**src/rtl/riscv_pkg.sv**
```systemverilog
// Shared RV32 front-end definitions: data width, reset vector and fetch-queue payload.
package riscv_pkg;

    localparam int unsigned XLEN = 32;

    localparam logic [XLEN-1:0] RESET_PC_DEFAULT = 32'h0000_0000;

    typedef struct packed {
        logic [XLEN-1:0] pc;
        logic [XLEN-1:0] instr;
    } fetch_entry_t;

endpackage

```
**src/rtl/fetch_queue.sv**
```systemverilog
// Small FIFO of fetched {pc, instr} entries; flush has priority over push and pop.
module fetch_queue
    import riscv_pkg::*;
#(
    parameter int unsigned QDEPTH = 2,
    localparam int unsigned CW = $clog2(QDEPTH + 1)
) (
    input  logic          clk,
    input  logic          rst_n,
    input  logic          push,
    input  fetch_entry_t  push_data,
    input  logic          pop,
    input  logic          flush,
    output logic          empty,
    output logic [CW-1:0] count,
    output fetch_entry_t  head
);

    localparam int unsigned PW = (QDEPTH > 1) ? $clog2(QDEPTH) : 1;

    fetch_entry_t  mem_q [QDEPTH];
    logic [PW-1:0] rd_ptr_q, rd_ptr_d;
    logic [PW-1:0] wr_ptr_q, wr_ptr_d;
    logic [CW-1:0] count_q, count_d;
    logic          empty_q, empty_d;
    logic          do_push, do_pop;

    function automatic logic [PW-1:0] ptr_inc(input logic [PW-1:0] p);
        return (p == PW'(QDEPTH - 1)) ? '0 : p + PW'(1);
    endfunction

    // Pointer and occupancy next-state
    always_comb begin
        rd_ptr_d = rd_ptr_q;
        wr_ptr_d = wr_ptr_q;
        count_d  = count_q;
        do_push  = push && (count_q != CW'(QDEPTH)) && !flush;
        do_pop   = pop && (count_q != '0) && !flush;
        if (flush) begin
            rd_ptr_d = '0;
            wr_ptr_d = '0;
            count_d  = '0;
        end else begin
            if (do_push) wr_ptr_d = ptr_inc(wr_ptr_q);
            if (do_pop)  rd_ptr_d = ptr_inc(rd_ptr_q);
            if (do_push && !do_pop)      count_d = count_q + CW'(1);
            else if (do_pop && !do_push) count_d = count_q - CW'(1);
        end
        empty_d = (count_d == '0);
    end

    always_ff @(posedge clk or negedge rst_n) begin
        if (!rst_n) begin
            rd_ptr_q <= '0;
            wr_ptr_q <= '0;
            count_q  <= '0;
            empty_q  <= 1'b1;
            for (int unsigned i = 0; i < QDEPTH; i++) mem_q[i] <= '0;
        end else begin
            rd_ptr_q <= rd_ptr_d;
            wr_ptr_q <= wr_ptr_d;
            count_q  <= count_d;
            empty_q  <= empty_d;
            if (do_push) mem_q[wr_ptr_q] <= push_data;
        end
    end

    assign empty = empty_q;
    assign count = count_q;
    assign head  = mem_q[rd_ptr_q];

endmodule

```
**src/rtl/instr_fetch.sv**
```systemverilog
// Instruction fetch: issues word fetches, tracks in-flight responses, drops stale ones
// after a redirect and queues {pc, instr} for decode.
module instr_fetch
    import riscv_pkg::*;
#(
    parameter logic [XLEN-1:0] RESET_PC = RESET_PC_DEFAULT,
    parameter int unsigned     QDEPTH   = 2
) (
    input  logic            clk,
    input  logic            reset_n,
    output logic            imem_req_valid,
    input  logic            imem_req_ready,
    output logic [XLEN-1:0] imem_addr,
    input  logic            imem_rsp_valid,
    input  logic [XLEN-1:0] imem_rsp_data,
    input  logic            redirect_valid,
    input  logic [XLEN-1:0] redirect_pc,
    output logic            if_valid,
    input  logic            if_ready,
    output logic [XLEN-1:0] if_instr,
    output logic [XLEN-1:0] if_pc,
    output logic [XLEN-1:0] if_pcplus4
);

    localparam int unsigned CW = $clog2(QDEPTH + 1);

    logic [XLEN-1:0] pc_q, pc_d;
    logic [XLEN-1:0] rsp_pc_q, rsp_pc_d;
    logic [CW-1:0]   inflight_q, inflight_d;
    logic [CW-1:0]   drop_q, drop_d;

    logic            req_fire;
    logic            rsp_live;
    logic            rsp_keep;
    logic            q_empty;
    logic [CW-1:0]   q_count;
    fetch_entry_t    q_head;
    fetch_entry_t    q_push_data;
    logic [XLEN-1:0] target_pc;
    logic            unused_redirect_lsb;

    assign target_pc           = {redirect_pc[XLEN-1:2], 2'b00};
    assign unused_redirect_lsb = ^redirect_pc[1:0];

    // Occupancy bound: queued plus outstanding never exceeds the queue size
    assign imem_req_valid = reset_n && !redirect_valid &&
                            ((CW+1)'(q_count) + (CW+1)'(inflight_q) < (CW+1)'(QDEPTH));
    assign req_fire = imem_req_valid && imem_req_ready;

    // A response with nothing outstanding belongs to a pre-reset request
    assign rsp_live = imem_rsp_valid && (inflight_q != '0);
    assign rsp_keep = rsp_live && !redirect_valid && (drop_q == '0);

    always_comb begin
        pc_d       = pc_q;
        rsp_pc_d   = rsp_pc_q;
        inflight_d = inflight_q + CW'(req_fire) - CW'(rsp_live);
        drop_d     = drop_q;
        if (redirect_valid) begin
            pc_d     = target_pc;
            rsp_pc_d = target_pc;
            drop_d   = inflight_q - CW'(rsp_live);
        end else begin
            if (req_fire) pc_d = pc_q + 32'd4;
            if (rsp_keep) rsp_pc_d = rsp_pc_q + 32'd4;
            if (rsp_live && (drop_q != '0)) drop_d = drop_q - CW'(1);
        end
    end

    always_ff @(posedge clk or negedge reset_n) begin
        if (!reset_n) begin
            pc_q       <= {RESET_PC[XLEN-1:2], 2'b00};
            rsp_pc_q   <= {RESET_PC[XLEN-1:2], 2'b00};
            inflight_q <= '0;
            drop_q     <= '0;
        end else begin
            pc_q       <= pc_d;
            rsp_pc_q   <= rsp_pc_d;
            inflight_q <= inflight_d;
            drop_q     <= drop_d;
        end
    end

    assign q_push_data = '{pc: rsp_pc_q, instr: imem_rsp_data};

    fetch_queue #(
        .QDEPTH (QDEPTH)
    ) u_queue (
        .clk       (clk),
        .rst_n     (reset_n),
        .push      (rsp_keep),
        .push_data (q_push_data),
        .pop       (if_valid && if_ready),
        .flush     (redirect_valid),
        .empty     (q_empty),
        .count     (q_count),
        .head      (q_head)
    );

    assign imem_addr  = {pc_q[XLEN-1:2], 2'b00};
    assign if_valid   = !q_empty;
    assign if_instr   = if_valid ? q_head.instr : '0;
    assign if_pc      = if_valid ? q_head.pc : '0;
    assign if_pcplus4 = if_valid ? q_head.pc + 32'd4 : '0;

endmodule
```
**config.mk**
```make
export PLATFORM = sky130hd
export DESIGN_NAME = instr_fetch
export DESIGN_NICKNAME = d
export VERILOG_FILES = /design/src/rtl/riscv_pkg.sv /design/src/rtl/fetch_queue.sv /design/src/rtl/instr_fetch.sv
export SDC_FILE = /design/constraint.sdc
export NUM_CORES = 1
export LEC_CHECK = 0
export CAP_MARGIN = 20
export CORE_UTILIZATION = 40
export DETAILED_ROUTE_END_ITERATION = 16
export PLACE_DENSITY = 0.63
export SLEW_MARGIN = 20
export SYNTH_ARGS = -nofsm -noshare
export SYNTH_HDL_FRONTEND = slang
export SYNTH_HIERARCHICAL = 1
export SYNTH_SLANG_ARGS = --single-unit
```
**constraint.sdc**
```tcl
create_clock -name clk -period 5.45 [get_ports clk]
set_input_delay 0.8175 -clock clk [delete_from_list [all_inputs] [get_ports clk]]
set_output_delay 0.8175 -clock clk [all_outputs]
set_load 0.03 [all_outputs]
```
==> flow_summary.toml, run 1 <==
[worst_setup_path]
cp.required_ns = 4.63
end_kind = "primary output"
critPathKind = "flop to primary output"
critPathLaunchType = "flop"
crit_fanout = 24
crit_chain = "buf_4 > mux2_2 > and4_1 > nand4_1 > nor4_1 > xnor2_1 > nor2_1 > clkdlybuf4s50_1"
critPathSlowestCell = "dfrtp_2"
arrival_ns = 3.81
critPathMaxStageDelay_ns = 0.77

[floorplanning]
rows = 59
die_y_um = 166
dieArea_sq_mm = 0.0275
core_region_area_sq_mm = 0.0262
ioPinCount = 200
die_w_um = 166
initial_utilization_pct = 41.0

[routing]
initialDrtViolationCount = 441
drtPass1Iterations = 11
wl_per_cell_um = 17.6
drt_wl_total_um = 25700
viasPerCell = 5.22
ant_nets = 0
vias = 7626
drc = 9

[global_route]
grt_pass1_wl_um = 42200
antenna_found_initial = 0
grt-ovfl-total = 0
grt_usage_pct = 19.3
grt_pass1_vias = 7665
grt_max_degree = 97

[yosys]
async_reset_ff_share_pct = 100
yosysSeqAreaShare_pct = 45.9
syn-mean-instance-area_sq_um = 11.5
synth_cell_types = 54
yosysWarnings = 6
netlist_area_sq_mm = 0.0107
synth_edf_count = 0
ys.flop_type = "dfrtp_1"
postSynthCellCount = 933
synth_seq_cells = 197

[cts]
cts.sinks = 197
cts_made_buffers = 17
post_cts_resized = 0
clk_pin_slew_ns = 0.07
ctsHtreeMaxLevel = 4
holdBufCountCts = 0
cts_buffer_depth = 2
cts_tree = "built"
clock_latency_ns = 0.43
clockRootBuffer = "clkbuf_16"
post_cts_buffers = 0

[pwr]
leakagePower_nw = 5.42
power_mw = 5.22
p_per_area_mw_per_mm2 = 388
peakVddDrop_uv = 184

[layout]
antennaDiodeCount = 0
fin_util_pct = 51.4
fin_area_sq_mm = 0.0135
final_cell_mix = "mux2_2 (218), dfrtp_1 (195), clkdlybuf4s50_1 (194), nor2b_1 (65), nor2_1 (55)"
stdcell_count = 1462
drive_above_1_share_pct = 24.1
final_nets = 1194
syn_to_final_growth_pct = 25.4
mostFrequentLayoutCell = "mux2_2"

[sta]
grt_setup_unrepaired = "no"
slew_viol_final = 0
period_share_pct = 84.9
fmax_mhz = 216
hold_viol = 0
finalCriticalPeriod_ns = 4.63
hold_ws_ns = 0.378
finalSetupViolations = 0
fin_ws_ns = 0.825
skew_ns = 0.0137
fin_setup_tns_ns = 0
slew_headroom_pct = 31.2
tightest_slew_ns = 1.02

[place]
dpl.hpwl_um = 17800
gp_congestion = 0.802
pre_cts_slack_ns = 1.26
portBuffers = 195
dp_cells = 1430
postPlaceCellArea_sq_mm = 0.0129

[outcome]
violations = "DRC"
status = "finished, violations left"

[job]
max-cap-violations = 0

[min_path]
hold_class = "primary input to async pin"
## critical path, delay by kind of cell, from the launching register on
| family | cells | cell delay [ns] |
|---|---|---|
| xor gates and xnor gates | 1 | 0.11 |
| DFF | 1 | 0.77 |
| muxes | 1 | 0.26 |
| buffers and inverters | 2 | 1.06 |
| and+or+nand+nor | 4 | 1.17 |
## layout make-up
type	count	area, sq um
fill	2351	12700
multi-input combinational	675	5410
sequential	197	4940
timing repair buffer	205	2040
clock buffer	19	453
tap	335	419
clock inverter	13	135
inverter	18	67.6
## power breakdown
| group | total [mW] | internal [mW] | switching [mW] |
|---|---|---|---|
| clock | 1.27 | 0.672 | 0.598 |
| sequential | 2.17 | 1.88 | 0.292 |
| combinational | 1.79 | 0.950 | 0.835 |
## synth_stat cells (3+ instances only)
cell	instances	area share, %
a21boi_0	10	0.70
dfrtp_1	196	46
nor2_1	55	1.9
nand4_1	29	1.7
buf_12	6	1.1
a21oi_1	17	0.79
nand3_1	38	1.8
buf_6	7	0.73
nand2b_1	3	0.17
nand4b_1	3	0.24
nand2_1	34	1.2
inv_1	17	0.59
nor2b_1	65	3.8
o211ai_1	4	0.28
or3_1	9	0.52
buf_4	4	0.28
nor4_1	8	0.47
nor3_1	14	0.65
and2_1	8	0.47
ha_1	9	1.0
and4_1	7	0.57
mux2_2	218	23
o21ai_0	10	0.47
buf_2	5	0.23
xor2_1	35	2.9
and3_1	16	0.93
xnor2_1	47	3.8
clkbuf_1	24	0.84
a31oi_1	7	0.41
## path summary, 6_finish.rpt
kind | start | endpoint | slack, ns | depth (start not counted)
worst max-delay path | u_queue/rd_ptr_q$_DFFE_PN0P_ | if_pcplus4[31] | 0.82 | 8
max in group asynchronous | reset_n | u_queue/mem_q[1]$_DFFE_PN0P_ | 3.72 | 2
worst min-delay path | reset_n | pc_q[10]$_DFFE_PN0P_ | 0.38 | 1
worst max register to register | u_queue/count[0]$_DFF_PN0_ | pc_q[28]$_DFFE_PN0P_ | 2.21 | 7
min in group clk | u_queue/mem_q[85]$_DFFE_PN0P_ | u_queue/mem_q[85]$_DFFE_PN0P_ | 0.50 | 1
worst min register to register | u_queue/mem_q[85]$_DFFE_PN0P_ | u_queue/mem_q[85]$_DFFE_PN0P_ | 0.50 | 1
## logic make-up after synthesis
| kind of cell | Yosys count | synth area share [%] |
|---|---|---|
| AND/OR/NAND/NOR | 302 | 15.8 |
| XOR/XNOR | 83 | 6.90 |
| adder cells (fa/ha/maj) | 10 | 1.24 |
| AO/OA/AOI/OAI | 54 | 3.09 |
| multiplexers | 220 | 23.1 |
| flip-flops | 197 | 45.9 |
| buffers and inverters | 66 | 3.92 |
| other | 1 | 0.0349 |
## state kept, by name, indices dropped and copies added (netlist names)
signal,count
rsp_pc_q,30
u_queue/count,2
u_queue/rd_ptr_q,1
u_queue/mem_q,128
drop_q,2
inflight_q,2
u_queue/wr_ptr_q,1
u_queue/empty,1
pc_q,30
## layer usage
layer	share of wire, %	vias to the layer above	global-route usage [%]
met5	0	-	0
met4	2.0	0	6.14
met3	2.7	22	3.12
met1	47	3818	25.9
li1	-	3646	-
met2	48	140	31.9
(Power assumes the default switching activity.)
==> inputs of run 2 (changes only) <==
--- a/config.mk
+++ b/config.mk
@@ -8,7 +8,7 @@
 export CAP_MARGIN = 20
 export CORE_UTILIZATION = 40
 export DETAILED_ROUTE_END_ITERATION = 16
-export PLACE_DENSITY = 0.63
+export PLACE_DENSITY = 0.65
 export SLEW_MARGIN = 20
 export SYNTH_ARGS = -nofsm -noshare
 export SYNTH_HDL_FRONTEND = slang
==> constraint.sdc (replaced) <==
create_clock -name clk -period 4.1 [get_ports clk]
set_input_delay 0.615 -clock clk [delete_from_list [all_inputs] [get_ports clk]]
set_output_delay 0.615 -clock clk [all_outputs]
set_load 0.03 [all_outputs]
==> run 2 against run 1 <==
Against the previous run: the flow still finishes with violations (DRC); worst setup slack worse by 0.70 ns; design area is 1.4% higher; first-iteration DRC count is 9.1% lower; sequential share of layout area is 0.49 points lower; highest routed layer unchanged.
==> flow_summary.toml, run 2 (synthesized netlist as in run 1, its figures left out) <==
[cts]
clock_latency_ns = 0.42
cts_made_buffers = 17
ctsHtreeMaxLevel = 4
cts_tree = "built"
cts.sinks = 197
cts_buffer_depth = 2
clk_pin_slew_ns = 0.07
clockRootBuffer = "clkbuf_16"

[routing]
initialDrtViolationCount = 401
drt_wl_total_um = 25500
drtPass1Iterations = 11
wl_per_cell_um = 17.4
viasPerCell = 5.19
vias = 7633
drc = 10
ant_nets = 0

[sta]
fmax_mhz = 252
hold_ws_ns = 0.114
period_share_pct = 96.9
finalCriticalPeriod_ns = 3.97
slew_viol_final = 0
tightest_slew_ns = 1.03
grt_setup_unrepaired = "no"
slew_headroom_pct = 30.9
hold_viol = 0
finalSetupViolations = 0
fin_ws_ns = 0.127
skew_ns = 0.0147
fin_setup_tns_ns = 0

[outcome]
status = "finished, violations left"
violations = "DRC"

[global_route]
grt_usage_pct = 19.1
grt_pass1_vias = 7797
grt_pass1_wl_um = 41900
grt_max_degree = 154
antenna_found_initial = 0
grt-ovfl-total = 0

[place]
dpl.hpwl_um = 17700
pre_cts_slack_ns = 0.425
portBuffers = 195
dp_cells = 1436
gp_congestion = 0.804

[layout]
n_fill_cell = 2324
final_cell_mix = "mux2_2 (218), dfrtp_1 (195), clkdlybuf4s50_1 (191), nor2b_1 (65), nor2_1 (55)"
regMostFlops = "u_queue/mem_q"
reg_top3 = "u_queue/mem_q (128), pc_q (30), rsp_pc_q (30)"
syn_to_final_growth_pct = 27.1
final_nets = 1203
fin_util_pct = 52.1
drive_above_1_share_pct = 24.8
stdcell_count = 1470
mostFrequentLayoutCell = "mux2_2"
largest_reg_flops = 128
antennaDiodeCount = 0

[floorplanning]
core_region_area_sq_mm = 0.0262
dieArea_sq_mm = 0.0275
die_y_um = 166
initial_utilization_pct = 41.0
rows = 59
die_w_um = 166
ioPinCount = 200

[pwr]
leakagePower_nw = 5.54
p_per_area_mw_per_mm2 = 516
peakVddDrop_uv = 242

[worst_setup_path]
cp.required_ns = 3.48
end_kind = "primary output"
crit_fanout = 12
critPathLaunchType = "flop"
r2r_setup_slack_ns = 1.04
worstReg2RegEnd = "pc_q[28]$_DFFE_PN0P_"
worstRegToRegCells = 7
critPathKind = "flop to primary output"
arrival_ns = 3.36
r2r-start = "u_queue/count[0]$_DFF_PN0_"

[job]
max-cap-violations = 0

[min_path]
hold_class = "primary input to async pin"
## run 2: cell count changes in the layout (fill, tap and decap cells not counted), moves of 4 or more
cell / previous run / this run
buf_12: 1 / 5
nor4_1: 8 / 4
inv_6: 5 / 1
nor4_2: 0 / 4
buf_4: 9 / 13
## run 2: cell type report
type	count	area (sq um)	area share [%]
clock buffers	20	447	3.27
well taps	335	419	3.07
multi-input cells	675	5430	39.8
clock inverters	11	175	1.28
flip-flops and latches	197	4940	36.2
repair buffers	214	2170	15.9
inverters	18	67.6	0.495
## run 2: how the worst max path moves through the flow
stage                                      start              to  slack, ns  cells past startpoint
floorplan           u_queue/rd_ptr_q$_DFFE_PN0P_  if_pcplus4[10]       0.94                      9
global placement    u_queue/rd_ptr_q$_DFFE_PN0P_  if_pcplus4[31]       0.44                      8
detailed placement  u_queue/rd_ptr_q$_DFFE_PN0P_  if_pcplus4[28]       0.42                      8
CTS                 u_queue/rd_ptr_q$_DFFE_PN0P_  if_pcplus4[28]       0.02                      8
global route        u_queue/rd_ptr_q$_DFFE_PN0P_  if_pcplus4[23]       0.02                      7
finish              u_queue/rd_ptr_q$_DFFE_PN0P_  if_pcplus4[18]       0.13                      8
## run 2: routing by layer
layer  wire length [um]  global-route usage (%)  share of wire, %  vias up
met3               1120                    4.12               4.4       19
li1                   -                       -                 -     3656
met5                  0                       0                 0        -
met4                393                    5.36               1.5        0
met1              11400                    24.5                44     3798
met2              12700                    32.3                50      160
## run 2: critical path: stages, from the launching register on
cell             delay, ns
dfrtp_4               0.58
mux2_2                0.33
ha_1                  0.23
and2_1                0.31
and4_1                0.34
nand4_1               0.14
xor2_1                0.17
nor2_1                0.09
clkdlybuf4s50_1       0.73
## run 2: what timing repair did
action	4_1_cts	5_1_grt
gates resized for setup	1	7
hold buffers	0	0
gates cloned	0	0
setup endpoints to repair	2	13
buffers inserted	0	3
pin swaps	0	3
## run 2: stage by stage
step                      cell area, sq um  total power [mW]
final                                13600              7.05
after global routing                 13600              7.47
after CTS                            13600              7.12
after detailed placement             13000              5.31
after global placement               13000              5.25
after floorplan                      10800              4.55
## run 2: power breakdown
| group | switching, mW | total, mW | internal, mW |
|---|---|---|---|
| Clock | 0.730 | 1.77 | 1.04 |
| Combinational | 1.13 | 2.41 | 1.28 |
| Sequential | 0.370 | 2.87 | 2.50 |
